### config.mk
export PLATFORM = sky130hd
export DESIGN_NAME = mac_result_reader
export DESIGN_NICKNAME = d
export VERILOG_FILES = /design/src/rtl/mac_result_reader.sv
export SDC_FILE = /design/constraint.sdc
export NUM_CORES = 1
export LEC_CHECK = 0
export ABC_AREA = 1
export CORE_AREA = 2 2 54 56
export DETAILED_ROUTE_END_ITERATION = 12
export DIE_AREA = 0 0 56 58
export PLACE_DENSITY = 0.74
export REMOVE_ABC_BUFFERS = 1
export SLEW_MARGIN = 15
export SYNTH_ARGS = -nofsm -noshare
export SYNTH_HDL_FRONTEND = slang
export SYNTH_SLANG_ARGS = --single-unit
### constraint.sdc
create_clock -name clk -period 1.8 [get_ports clk]
set_clock_uncertainty 0.2 [all_clocks]
set_input_delay 0.36 -clock clk [delete_from_list [all_inputs] [get_ports clk]]
set_output_delay 0.36 -clock clk [all_outputs]
set_load 0.02 [all_outputs]
### src/rtl/mac_result_reader.sv
// mac_result_reader
//   Read-out side of the MAC accumulator. On a start strobe it snapshots the
//   accumulator word into a shadow register. It then streams that copy out over a
//   valid/ready interface, least-significant chunk first. The MAC may keep
//   accumulating while the snapshot drains.
// Ports
//   clk        rising-edge clock
//   reset      asynchronous, active-low reset
//   start      one-cycle strobe: capture acc_in and begin read-out (ignored while busy)
//   acc_in     accumulator register value [DATA_W]
//   out_data   current beat [CHUNK_W]
//   out_valid  out_data valid
//   out_ready  downstream accepts the beat when high with out_valid
//   out_last   high with the final beat of a word
//   busy       word captured and not yet fully drained
//   done       one-cycle pulse in the cycle after the final beat is accepted
module mac_result_reader #(
  parameter int DATA_W  = 20,
  parameter int CHUNK_W = 8
) (
  input  logic               clk,
  input  logic               reset,
  input  logic               start,
  input  logic [DATA_W-1:0]  acc_in,
  output logic [CHUNK_W-1:0] out_data,
  output logic               out_valid,
  input  logic               out_ready,
  output logic               out_last,
  output logic               busy,
  output logic               done
);
  localparam int NCHUNK = (DATA_W + CHUNK_W - 1) / CHUNK_W;
  localparam int CNT_W  = (NCHUNK > 1) ? $clog2(NCHUNK) : 1;
  localparam logic [CNT_W-1:0] LAST_CNT = CNT_W'(NCHUNK - 1);

  localparam logic [0:0] IDLE = 1'b0;
  localparam logic [0:0] SEND = 1'b1;

  logic [0:0]                      state;
  logic [CNT_W-1:0]                cnt;
  logic [NCHUNK-1:0][CHUNK_W-1:0]  shadow;
  logic [NCHUNK*CHUNK_W-1:0]       acc_pad;
  logic                            done_q;
  logic                            is_last;

  // Zero-extend so the unused top bits of the final beat read as 0.
  always_comb begin
    acc_pad = '0;
    acc_pad[DATA_W-1:0] = acc_in;
  end

  assign is_last = (cnt == LAST_CNT);

  always_ff @(posedge clk or negedge reset) begin
    if (!reset) begin
      state  <= IDLE;
      cnt    <= '0;
      shadow <= '0;
      done_q <= 1'b0;
    end else begin
      done_q <= 1'b0;
      case (state)
        IDLE: begin
          if (start) begin
            shadow <= acc_pad;
            cnt    <= '0;
            state  <= SEND;
          end
        end
        SEND: begin
          // start is deliberately not looked at here: the word in flight completes.
          if (out_ready) begin
            if (is_last) begin
              state  <= IDLE;
              cnt    <= '0;
              done_q <= 1'b1;
            end else begin
              cnt <= cnt + CNT_W'(1);
            end
          end
        end
        default: state <= IDLE;
      endcase
    end
  end

  // All outputs come from state/cnt/shadow only; out_ready never reaches out_valid.
  assign busy      = (state == SEND);
  assign out_valid = (state == SEND);
  assign out_last  = (state == SEND) && is_last;
  assign out_data  = (state == SEND) ? shadow[cnt] : '0;
  assign done      = done_q;

endmodule

==> impl_metrics.env <==
export IMPL_drtIter0Drc=21
export IMPL_coreArea_sq_um=2660
export IMPL_cp_start_kind="register"
export IMPL_clk_path_buf_depth=2
export IMPL_die_w_microns=56
export IMPL_wl_met1_mm=1.19
export IMPL_grt_max_degree=25
export IMPL_port_buffers=35
export IMPL_fin_crit_sh=1.13
export IMPL_layout_cells_non_filler=227
export IMPL_track_usage=0.199
export IMPL_num_io_pins=36
export IMPL_setup_violations_final=8
export IMPL_drc=0
export IMPL_grt_pass1_wl_mm=5.11
export IMPL_endpoint_kind="output port"
export IMPL_cp_top_family="flip-flops"
export IMPL_hold_buffers=0
export IMPL_finalHoldViolations=0
export IMPL_reg2reg_slack_ns=0.43
export IMPL_cp_arrival_ns=1.48
export IMPL_timing_final_max_slew_violations=0
export IMPL_avgSynthCellArea_sq_um=7.99
export IMPL_drt_total_wl_mm=2.97
export IMPL_ys_seq_area_frac=0.515
export IMPL_dr_pass1_iters=5
export IMPL_dieArea_sq_um=3250
export IMPL_worst_slack_ns=-0.241
export IMPL_dp_cells=220
export IMPL_dp_slack_ns=-0.296
export IMPL_netlist_area_sq_um=1170
export IMPL_switching_share=0.408
export IMPL_wl_met3_microns=130
export IMPL_root_buffer="clkbuf_4"
export IMPL_vias=1161
export IMPL_fillerInstances=252
export IMPL_wl_met2_mm=1.59
export IMPL_p_sw_mw=1.20
export IMPL_initial_utilization=0.438
export IMPL_crit_type="reg2out"
export IMPL_combPwrFrac=0.541
export IMPL_cts_tree="yes"
export IMPL_cts_buffers=3
export IMPL_area_delta_synth_final_pct=49.0
export IMPL_clk_pin_slew_ns=0.13
export IMPL_overflow=0
export IMPL_synth_cells=146
export IMPL_crit_chain="nor2_4 -> buf_6 -> nand2_2 -> a21oi_2 -> buf_4"
export IMPL_avgRoutedWirePerCell_microns=13.1
export IMPL_drive_gt1_frac=0.296
export IMPL_synth_warning_count=0
export IMPL_place_gp_congestion=0.884
export IMPL_slew_headroom=0.791
export IMPL_highest_layer="met4"
export IMPL_drtAntennaViolNets=0
export IMPL_synth_top_area_share=0.515
export IMPL_n_antenna_cell=0
export IMPL_fmax_mhz=490
export IMPL_period_needed_ns=2.04
export IMPL_synth_top_area_cell="dfrtp_1"
export IMPL_p_leak_nw=0.900
export IMPL_fin_area_sq_um=1740
export IMPL_via_per_inst=5.11
export IMPL_synth_seq_cells=24
export IMPL_ys_types=13
export IMPL_max_slew_worst_pin_slew_ns=0.314
export IMPL_p_per_area_nw_per_um2=1690
export IMPL_cpMaxStageDelayCell="dfrtp_2"
export IMPL_cp_data_required_time_ns=1.24
export IMPL_hpwlAfterDp_mm=2.19
export IMPL_grt_pass1_vias=1211
export IMPL_htreeDepth=1
export IMPL_place_area_sq_um=1640
export IMPL_worst_skew_pair_late_latency_ns=0.32
export IMPL_drv_cap=0
export IMPL_ir_worst_vdd_mv=1.25
export IMPL_rows=19
export IMPL_die_h_microns=58
export IMPL_antenna_found_initial=0
export IMPL_p_clk_frac=0.134
export IMPL_synth_area_leaders="dfrtp_1 52%, nand2_1 19%, nand3_1 15%"
export IMPL_fin_nets=221
export IMPL_grt_setup_unrepaired="yes"
export IMPL_p_int_mw=1.74
export IMPL_crit_buf_inv=2
export IMPL_violations="setup timing"
export IMPL_seqPwrFrac=0.325
export IMPL_status="finished with violations"
export IMPL_hold_class="in2async"
export IMPL_max_stage_delay_ns=0.48
export IMPL_fin_total_pwr_mw=2.94
export IMPL_crit_fanout=6
export IMPL_cts_sinks=24
placed cells by master, fill, tap and decap left out:
cell	instances
bufinv_16	1
nand2_1	53
dfrtp_1	22
inv_4	2
nand2_4	1
inv_1	1
dlygate4sd2_1	1
buf_4	22
nor2_8	1
o21ai_1	2
nand2_2	6
nand3_1	32
clkdlybuf4s50_1	23
nor2_1	4
buf_6	7
nor2_4	1
nand3_2	2
clkbuf_4	3
inv_2	4
clkbuf_2	2
dfrtp_2	2
a21oi_2	4
power by group through the flow:
| stage | Combinational [mW] | Sequential (mW) | Clock, mW |
|---|---|---|---|
| 2_1_floorplan | 0.736 | 0.952 | 0 |
| 3_3_place_gp | 1.40 | 0.939 | 0 |
| 3_5_place_dp | 1.44 | 0.948 | 0 |
| 4_1_cts | 1.53 | 0.952 | 0.400 |
| 5_1_grt | 1.73 | 0.985 | 0.423 |
| 6_report | 1.59 | 0.956 | 0.394 |
cell usage after synthesis:
cell type   n
nand3_1    34
nor2_8      1
clkbuf_1    2
nor2_1      4
nor2_4      1
inv_4       2
inv_1       5
buf_2       5
nand2_1    60
buf_4       2
o21ai_1     2
dfrtp_1    24
a21oi_2     4
what timing repair did:
item	4_1_cts	5_1_grt
endpoints found under the setup margin	12	11
pin swaps	5	1
setup buffers	2	1
resized for setup	66	9
path summary, 6_finish.rpt:
path / start / to / depth (start not counted)
max: cnt[0] / out_data[7] / 5
min: reset / shadow[11] / 2
max reg2reg: busy / shadow[5] / 5
min reg2reg: shadow[1] / shadow[1] / 2
max in group asynchronous: reset / cnt[0] / 2
min in group clk: shadow[1] / shadow[1] / 2
worst register-to-register path, delay by kind of cell, from the launching register on:
kind | cells | cell delay (ns)
buf+inv | 2 | 0.37
flops | 1 | 0.45
simple gates | 3 | 0.26
area by class of cell:
| cell class | count | area (sq um) | area share |
|---|---|---|---|
| multi-input combinational | 106 | 519 | 0.299 |
| clock inverter | 1 | 30.0 | 0.0173 |
| tap | 31 | 38.8 | 0.0223 |
| sequential | 24 | 603 | 0.347 |
| inverter | 7 | 31.3 | 0.0180 |
| timing repair buffer | 55 | 493 | 0.284 |
| clock buffer | 3 | 22.5 | 0.0130 |
cells by family (layout without fill, tap and decap cells):
logic type | count (synthesis) | in the layout | synth area share
AND/OR/NAND/NOR | 100 | 100 | 0.379
flip-flops | 24 | 24 | 0.515
AO/OA/AOI/OAI | 6 | 6 | 0.0386
buffers and inverters | 16 | 66 | 0.0676
registers in the layout (all words and copies together), names as in the netlist:
signal	count
cnt	2
busy	1
shadow	20
done	1
routing by layer:
layer  up-vias  GRT usage
met5         -          0
met2        40      0.373
met4         0     0.0782
met3         7     0.0268
li1        564          -
met1       550      0.230
through the flow:
step	utilization	setup TNS [ns]	hold WS (ns)
2_1_floorplan	-	-0.345	-0.136
3_3_place_gp	0.614	-2.12	0.259
3_5_place_dp	0.614	-2.33	0.266
4_1_cts	0.648	-1.46	0.182
5_1_grt	0.653	-2.07	0.218
6_report	0.653	-1.53	0.178
(Power assumes the default switching activity.)
